--- src/rtl/intc_pkg.sv ---
// Shared definitions for the vectored interrupt controller: register
// offsets within the 4-word window, handshake FSM states and the id width helper.
package intc_pkg;

    // Word offsets selected by input_addr[3:2]
    localparam logic [1:0] REG_STATUS = 2'd0;
    localparam logic [1:0] REG_MASK   = 2'd1;
    localparam logic [1:0] REG_CLEAR  = 2'd2;
    localparam logic [1:0] REG_ACTIVE = 2'd3;

    // Handshake with the MIPS core: idle, request outstanding, waiting for iack release
    typedef enum logic [1:0] {
        IDLE = 2'd0,
        REQ  = 2'd1,
        ACK  = 2'd2
    } state_t;

    // Width of a source id; never zero so a single-source build still has a legal vector
    function automatic int id_width(input int n);
        return (n <= 2) ? 1 : $clog2(n);
    endfunction

endpackage

--- src/rtl/intc_arbiter.sv ---
// Combinational winner selection over the eligible (pending & mask) set.
// Fixed mode picks the lowest index; round-robin starts the search just
// after the last serviced source and wraps around.
module intc_arbiter
    import intc_pkg::*;
#(
    parameter  int NUM_SRC = 4,
    parameter  int RR_MODE = 0,
    localparam int IDW     = id_width(NUM_SRC)
) (
    input  logic [NUM_SRC-1:0] eligible,
    input  logic [IDW-1:0]     last_id,
    output logic [IDW-1:0]     grant_id,
    output logic               grant_valid
);

    // Scan from the start index and take the first eligible source
    always_comb begin
        int start_idx;
        int idx;
        start_idx   = 0;
        idx         = 0;
        grant_valid = 1'b0;
        grant_id    = '0;
        if (RR_MODE != 0) begin
            start_idx = (int'(last_id) + 1) % NUM_SRC;
        end
        for (int k = 0; k < NUM_SRC; k++) begin
            idx = (start_idx + k) % NUM_SRC;
            if (!grant_valid && eligible[idx]) begin
                grant_valid = 1'b1;
                grant_id    = IDW'(idx);
            end
        end
    end

endmodule

--- src/rtl/intc_vec.sv ---
// Vectored interrupt controller for the MIPS SoC. Rising edges on the done
// lines set pending bits; masked-in pending sources are arbitrated and the
// winner is presented on irq/isr_addr until the core acknowledges it.
module intc_vec
    import intc_pkg::*;
#(
    parameter int                 NUM_SRC    = 4,
    parameter logic [31:0]        ISR_BASE   = 32'h0000_0000,
    parameter logic [31:0]        ISR_STRIDE = 32'h0000_0010,
    parameter int                 RR_MODE    = 0,
    parameter logic [NUM_SRC-1:0] MASK_RST   = {NUM_SRC{1'b1}}
) (
    input  logic               clk,
    input  logic               rst,
    input  logic [NUM_SRC-1:0] done,
    output logic               irq,
    input  logic               iack,
    output logic [31:0]        isr_addr,
    input  logic [31:0]        input_addr,
    input  logic               write_enable,
    input  logic [31:0]        write_data,
    output logic [31:0]        read_data
);

    localparam int IDW = id_width(NUM_SRC);

    state_t               state_reg, state_next;
    logic [NUM_SRC-1:0]   done_q_reg;
    logic [NUM_SRC-1:0]   pending_reg, pending_next;
    logic [NUM_SRC-1:0]   mask_reg;
    logic [IDW-1:0]       cur_id_reg;
    logic [IDW-1:0]       last_id_reg;
    logic [31:0]          isr_addr_reg;

    logic [NUM_SRC-1:0]   rise;
    logic [NUM_SRC-1:0]   eligible;
    logic [NUM_SRC-1:0]   sw_clr;
    logic [NUM_SRC-1:0]   ack_clr;
    logic [1:0]           reg_sel;
    logic                 wr_mask;
    logic                 wr_clear;
    logic                 take_req;
    logic                 take_ack;
    logic                 grant_valid;
    logic [IDW-1:0]       grant_id;
    logic                 unused_bits;

    // Only the word select is decoded; the rest of the address and the
    // write data above NUM_SRC are deliberately ignored.
    assign reg_sel     = input_addr[3:2];
    assign unused_bits = ^{input_addr[31:4], input_addr[1:0], write_data};

    assign wr_mask  = write_enable && (reg_sel == REG_MASK);
    assign wr_clear = write_enable && (reg_sel == REG_CLEAR);

    assign rise     = done & ~done_q_reg;
    assign eligible = pending_reg & mask_reg;

    // Per-source pending update: software clear and ACK auto-clear, with a
    // coincident rising edge taking precedence over either clear.
    generate
        for (genvar gi = 0; gi < NUM_SRC; gi++) begin : g_pending
            assign sw_clr[gi]       = wr_clear & write_data[gi];
            assign ack_clr[gi]      = take_ack && (cur_id_reg == IDW'(gi));
            assign pending_next[gi] = (pending_reg[gi] & ~(sw_clr[gi] | ack_clr[gi])) | rise[gi];
        end
    endgenerate

    intc_arbiter #(
        .NUM_SRC (NUM_SRC),
        .RR_MODE (RR_MODE)
    ) u_arbiter (
        .eligible    (eligible),
        .last_id     (last_id_reg),
        .grant_id    (grant_id),
        .grant_valid (grant_valid)
    );

    // Edge-detect history, pending and mask registers
    always_ff @(posedge clk or negedge rst) begin
        if (!rst) begin
            done_q_reg  <= '0;
            pending_reg <= '0;
            mask_reg    <= MASK_RST;
        end else begin
            done_q_reg  <= done;
            pending_reg <= pending_next;
            if (wr_mask) begin
                mask_reg <= write_data[NUM_SRC-1:0];
            end
        end
    end

    // Handshake state register
    always_ff @(posedge clk or negedge rst) begin
        if (!rst) begin
            state_reg <= IDLE;
        end else begin
            state_reg <= state_next;
        end
    end

    // Handshake next-state: commit a winner, wait for iack, wait for its release
    always_comb begin
        state_next = state_reg;
        take_req   = 1'b0;
        take_ack   = 1'b0;
        case (state_reg)
            IDLE: begin
                if (grant_valid) begin
                    take_req   = 1'b1;
                    state_next = REQ;
                end
            end
            REQ: begin
                if (iack) begin
                    take_ack   = 1'b1;
                    state_next = ACK;
                end
            end
            ACK: begin
                if (!iack) begin
                    state_next = IDLE;
                end
            end
            default: begin
                state_next = IDLE;
            end
        endcase
    end

    // In-service id and vector latched on commit; last_id feeds round-robin
    always_ff @(posedge clk or negedge rst) begin
        if (!rst) begin
            cur_id_reg   <= '0;
            last_id_reg  <= IDW'(NUM_SRC - 1);
            isr_addr_reg <= '0;
        end else begin
            if (take_req) begin
                cur_id_reg   <= grant_id;
                isr_addr_reg <= ISR_BASE + (32'(grant_id) * ISR_STRIDE);
            end
            if (take_ack) begin
                last_id_reg <= cur_id_reg;
            end
        end
    end

    assign irq      = (state_reg == REQ);
    assign isr_addr = isr_addr_reg;

    // Register read mux; unimplemented high bits read as zero
    always_comb begin
        read_data = '0;
        case (reg_sel)
            REG_STATUS: read_data = 32'(pending_reg);
            REG_MASK:   read_data = 32'(mask_reg);
            REG_CLEAR:  read_data = '0;
            REG_ACTIVE: begin
                read_data[31]      = (state_reg != IDLE);
                read_data[IDW-1:0] = cur_id_reg;
            end
            default:    read_data = '0;
        endcase
    end

endmodule
--- config.mk ---
export PLATFORM = sky130hd
export DESIGN_NAME = intc_vec
export DESIGN_NICKNAME = d
export VERILOG_FILES = /design/src/rtl/intc_pkg.sv /design/src/rtl/intc_arbiter.sv /design/src/rtl/intc_vec.sv
export SDC_FILE = /design/constraint.sdc
export NUM_CORES = 1
export LEC_CHECK = 0
export ABC_AREA = 1
export BUFFER_PORTS_ARGS = -buffer_cell sky130_fd_sc_hd__buf_2
export CAP_MARGIN = 0
export CORE_UTILIZATION = 34
export DETAILED_ROUTE_END_ITERATION = 7
export GPL_TIMING_DRIVEN = 0
export PLACE_DENSITY = 0.8
export SLEW_MARGIN = 40
export SYNTH_ARGS = -nofsm -noshare
export SYNTH_HDL_FRONTEND = slang
export SYNTH_SLANG_ARGS = --single-unit
--- constraint.sdc ---
create_clock -name clk -period 1.33 [get_ports clk]
set_input_delay 0.3325 -clock clk [delete_from_list [all_inputs] [get_ports clk]]
set_output_delay 0.3325 -clock clk [all_outputs]
set_load 0.05 [all_outputs]
======== Word-level counts from Yosys, hierarchy flattened ========
Cells that the tools add are included.
operators by class
  equal/unequal tests ..................... 11
  mux-type cells .......................... 18
  bitwise operators ....................... 23
  reduce and logical (&&, ||, !) cells .... 18
operators by type and width
  operator                                       count
  == test 2 bit, second input constant           5
  two-way mux 2 bit                              5
  logical AND 1 bit                              9
  two-way mux 1 bit                              9
  AND 1 bit                                      8
  AND 4 bit                                      2
  bitwise OR 1 bit                               8
  case mux 2 bit (4 select lines)                1
  == test 2 x 1 -> 1 bit, second input constant  3
  logical NOT 2 bit                              3
  case mux 2 bit (3 select lines)                1
  != test 2 bit, second input constant           2
  NOT 1 bit                                      4
  NOT 4 bit                                      1
  case mux 2 bit (2 select lines)                1
  logical NOT 1 bit                              3
  AND reduction 3 bit                            1
  OR reduction 3 bit                             1
  != test 2 x 1 -> 1 bit, second input constant  1
  case mux 1 bit (2 select lines)                1
  nonzero test 2 bit                             1
storage, ports and cells
  flip-flop bits (word level) ............. 16
  output and inout port bits .............. 65
  logic and storage cells ................. 75

======== Depth between registers and ports, before layout ========
  depth in word-level cells ............... 13
  mapped depth ............................ 6

======== By module ========
From an unflattened synthesis, not the netlist that was laid out.
unflattened totals
  cells, all modules ...................... 170
  area, all modules ....................... 1345.0 sq um
by module, submodules not included
  module        instances  cells each  area an instance (sq um)  seq. area each (sq um)
  intc_vec      1          161         1296.2                    457.9
  intc_arbiter  1          9           48.8                      0.0

======== Worst setup path before layout ========
Ideal clock, no wire load.
  path kind ............................... register -> output
  from .................................... reg cur_id_reg[1]
  to ...................................... out read_data[1]
  arrival ................................. 1623 ps
  data required time ...................... 998 ps
  setup slack ............................. -626 ps
  cell stages (with the launch flop) ...... 3
  buffers on the path ..................... 0
  path through ............................ dfrtp_1 -> inv_1 -> o211ai_1
on the way
  longest elaborated chain between the ends .. 1
ends and longest elaborated chain
  item                             RTL line         text
  start: declaration               intc_vec.sv:31   logic [IDW-1:0] cur_id_reg;
  start signal: assignment         intc_vec.sv:140  cur_id_reg <= grant_id;
  case mux 2 bit (4 select lines)  intc_vec.sv:155  case (reg_sel)
  end: declaration                 intc_vec.sv:22   output logic [31:0] read_data
Every way passes these cells.

======== Worst setup path in the final report ========
  from .................................... reg mask_reg[0]
  to ...................................... out read_data[0]
on the way
  longest elaborated chain between the ends .. 1
ends and longest elaborated chain
  item                             RTL line         text
  start: declaration               intc_vec.sv:30   logic [NUM_SRC-1:0] mask_reg;
  start signal: assignment         intc_vec.sv:89   mask_reg <= write_data[NUM_SRC-1:0];
  case mux 2 bit (4 select lines)  intc_vec.sv:155
Every way passes these cells.

==> impl_metrics.ini <==
[run]
max_cap_violations = 0

[die]
die_w_um = 62.4
rows = 21
pin_count = 137
initial_utilization_pct = 36.3
chipHeight_um = 62.4
dieArea_sq_mm = 0.00389
core_area_sq_mm = 0.00342

[sta]
fin_crit_ns = 1.56
fin_hold_ws_ns = 0.166
hold_viol_final = 0
max_freq_mhz = 642
setup_viol = 6
rsz0062_at_grt = yes
period_share_pct = 117
postLayoutSetupSlackWorst_ns = -0.228
slew_violations = 0
fin_skew_ns = 0.00418

[global_route]
grt-ovfl-total = 0
grt_max_degree = 17
grt_pass1_vias = 852
antenna_found_initial = 0
grt_pass1_wl_mm = 3.69
track_usage_pct = 12.0

[route]
dr_wl_met2_mm = 1.27
first_pass_iters = 4
drc = 0
via_per_inst = 3.63
ant_nets = 0
drt_wl_total_mm = 2.37
vias = 1052
wl_met3_um = 156
wl_met1_um = 928
drt-initial-drc-count = 11
wl_per_cell_um = 8.17
top_layer = met4

[setup_path]
cp_slowest_cell = dfstp_2
cp-end-kind = primary output
critPathTopFamily = flip-flops
path_buf_inv = 1
setup.worst_path.end = read_data[0]
r2r-end = pending_reg[3]$_DFF_PN0_
r2r_setup_slack_ns = 0.16
r2r_cells = 6
cp_max_fo = 2
regToRegStartpoint = state_reg[1]$_DFFE_PN0P_
cp_cell_sequence = nand2_1, o211ai_1, buf_4
worstPathRequired_ns = 1.00
critPathArrivalTime_ns = 1.23
path_depth = 3
startpoint_type = register
max_stage_delay_ns = 0.54
crit_type = reg2out
crit_start = mask_reg[0]$_DFFE_PN1P_

[placement]
finalWeightedCongestion = 0.765
dp.cells = 277
port_buffers = 19
pre_cts_ws_ns = -0.207
hpwl_mm = 1.93

[power_and_ir_drop]
total_leakage_power_uw = 0.00107
ir_drop_v = 0.000638
power_density_mw_per_mm2 = 1460
total_power_uw = 2580

[final_layout]
nNetsFinal = 317
layout-drive-gt1-share_pct = 45.5
syn_to_final_growth_pct = 42.7
finalNonFillerCells = 290
fillCellCount = 344
fin_util_pct = 51.8
antenna_cells = 0
regArea_sq_um = 409
multi_input_area_sq_um = 571

[clock_network]
numClockSinks = 16
cts-root-buf = clkbuf_4
h-tree-depth = 1
clkTransAtPathRegs_ns = 0.10
cts_made_buffers = 3
cts_tree = yes
clk_latency_ns = 0.28
clock_path_buffers = 2

[run_status]
status = complete, but fails checks
violations = negative setup slack

[synthesis]
yosysSeqAreaShare_pct = 32.7
ys_warn_count = 0
postSynthCellCount = 156
ys_ff_latch = 16
synth_area_sq_mm = 0.00124
syn_avg_cell_area_sq_um = 7.94
synth_cell_types = 20

[worst_hold_path]
hp-class = in2reg
==> power by group <==
part           internal [uW]  switching (uW)  leakage (uW)  total (uW)
Clock                    166             149     0.0000210         315
Sequential               626             128      0.000175         754
Combinational            507            1010      0.000869        1510
Total                   1300            1280       0.00107        2580
==> cell usage after synthesis <==
| library cell | number | area (sq um) |
|---|---|---|
| a22o_1 | 2 | 17.5 |
| dfrtp_1 | 12 | 300 |
| buf_4 | 58 | 435 |
| dfstp_2 | 4 | 105 |
| nor2_4 | 1 | 11.3 |
| inv_2 | 2 | 7.51 |
| o21ai_1 | 1 | 5.00 |
| nor2_2 | 2 | 12.5 |
| nor2_8 | 1 | 20.0 |
| nand4_1 | 8 | 50.1 |
| o31ai_1 | 1 | 7.51 |
| nor2_1 | 3 | 11.3 |
| nand3_1 | 8 | 40.0 |
| inv_1 | 10 | 37.5 |
| nand2_2 | 2 | 12.5 |
| clkbuf_2 | 1 | 5.00 |
| nand2_1 | 35 | 131 |
| a21oi_1 | 2 | 10.0 |
| o211ai_1 | 2 | 15.0 |
| conb_1 | 1 | 3.75 |
==> what timing repair did <==
action	CTS	global route
pin swaps	3	3
hold buffers	1	0
gates resized for setup	15	2
hold endpoints to repair	12	0
setup buffers	7	1
endpoints found under the setup margin	6	7
==> cells by family (layout without fill, tap and decap cells) <==
group | count (synthesis) | count (layout) | synth area share (%)
flip-flops | 16 | 16 | 32.7
AO/OA/AOI/OAI | 8 | 8 | 4.44
buffers and inverters | 71 | 103 | 39.2
other | 1 | 57 | 0.303
AND/OR/NAND/NOR | 60 | 60 | 23.3
==> cell usage in the layout (no fill, tap or decap), types with 8 or more instances in the layout <==
master / count
inv_1: 8
nand2_1: 34
nand4_1: 8
buf_4: 68
conb_1: 57
dfrtp_1: 9
buf_2: 12
nand3_1: 8
==> cell type report <==
class	instances	share of cell area [%]
sequential	16	23.1
inverter	12	2.55
tap	46	3.26
buffer	59	24.9
clock buffer	4	2.05
timing repair buffer	28	11.8
multi-input combinational	125	32.3
==> stage by stage <==
stage	instance area [sq um]	setup TNS (ns)
global route	1770	-1.08
CTS	1760	-0.843
global placement	1610	-0.535
floorplan	1460	-0.827
finish	1770	-0.727
detailed placement	1610	-0.702
==> worst min path at each step <==
stage             from                   endpoint  slack (ns)  depth (start not counted)
6_report       done[0]    done_q_reg[0]$_DFF_PN0_        0.17                          1
5_1_grt        done[0]    done_q_reg[0]$_DFF_PN0_        0.15                          1
4_1_cts        done[0]    done_q_reg[0]$_DFF_PN0_        0.16                          1
3_5_place_dp       rst   pending_reg[2]$_DFF_PN0_        0.27                          1
3_3_place_gp       rst   pending_reg[2]$_DFF_PN0_        0.26                          1
2_1_floorplan      rst  cur_id_reg[0]$_DFFE_PN0P_        0.04                          0
==> metal layers <==
metal  vias up  GRT usage, %
met3         2          1.65
met5         -             0
met1       441          13.3
met2        47          22.8
li1        562             -
met4         0          4.36
Power figures use the tool's default switching activity.
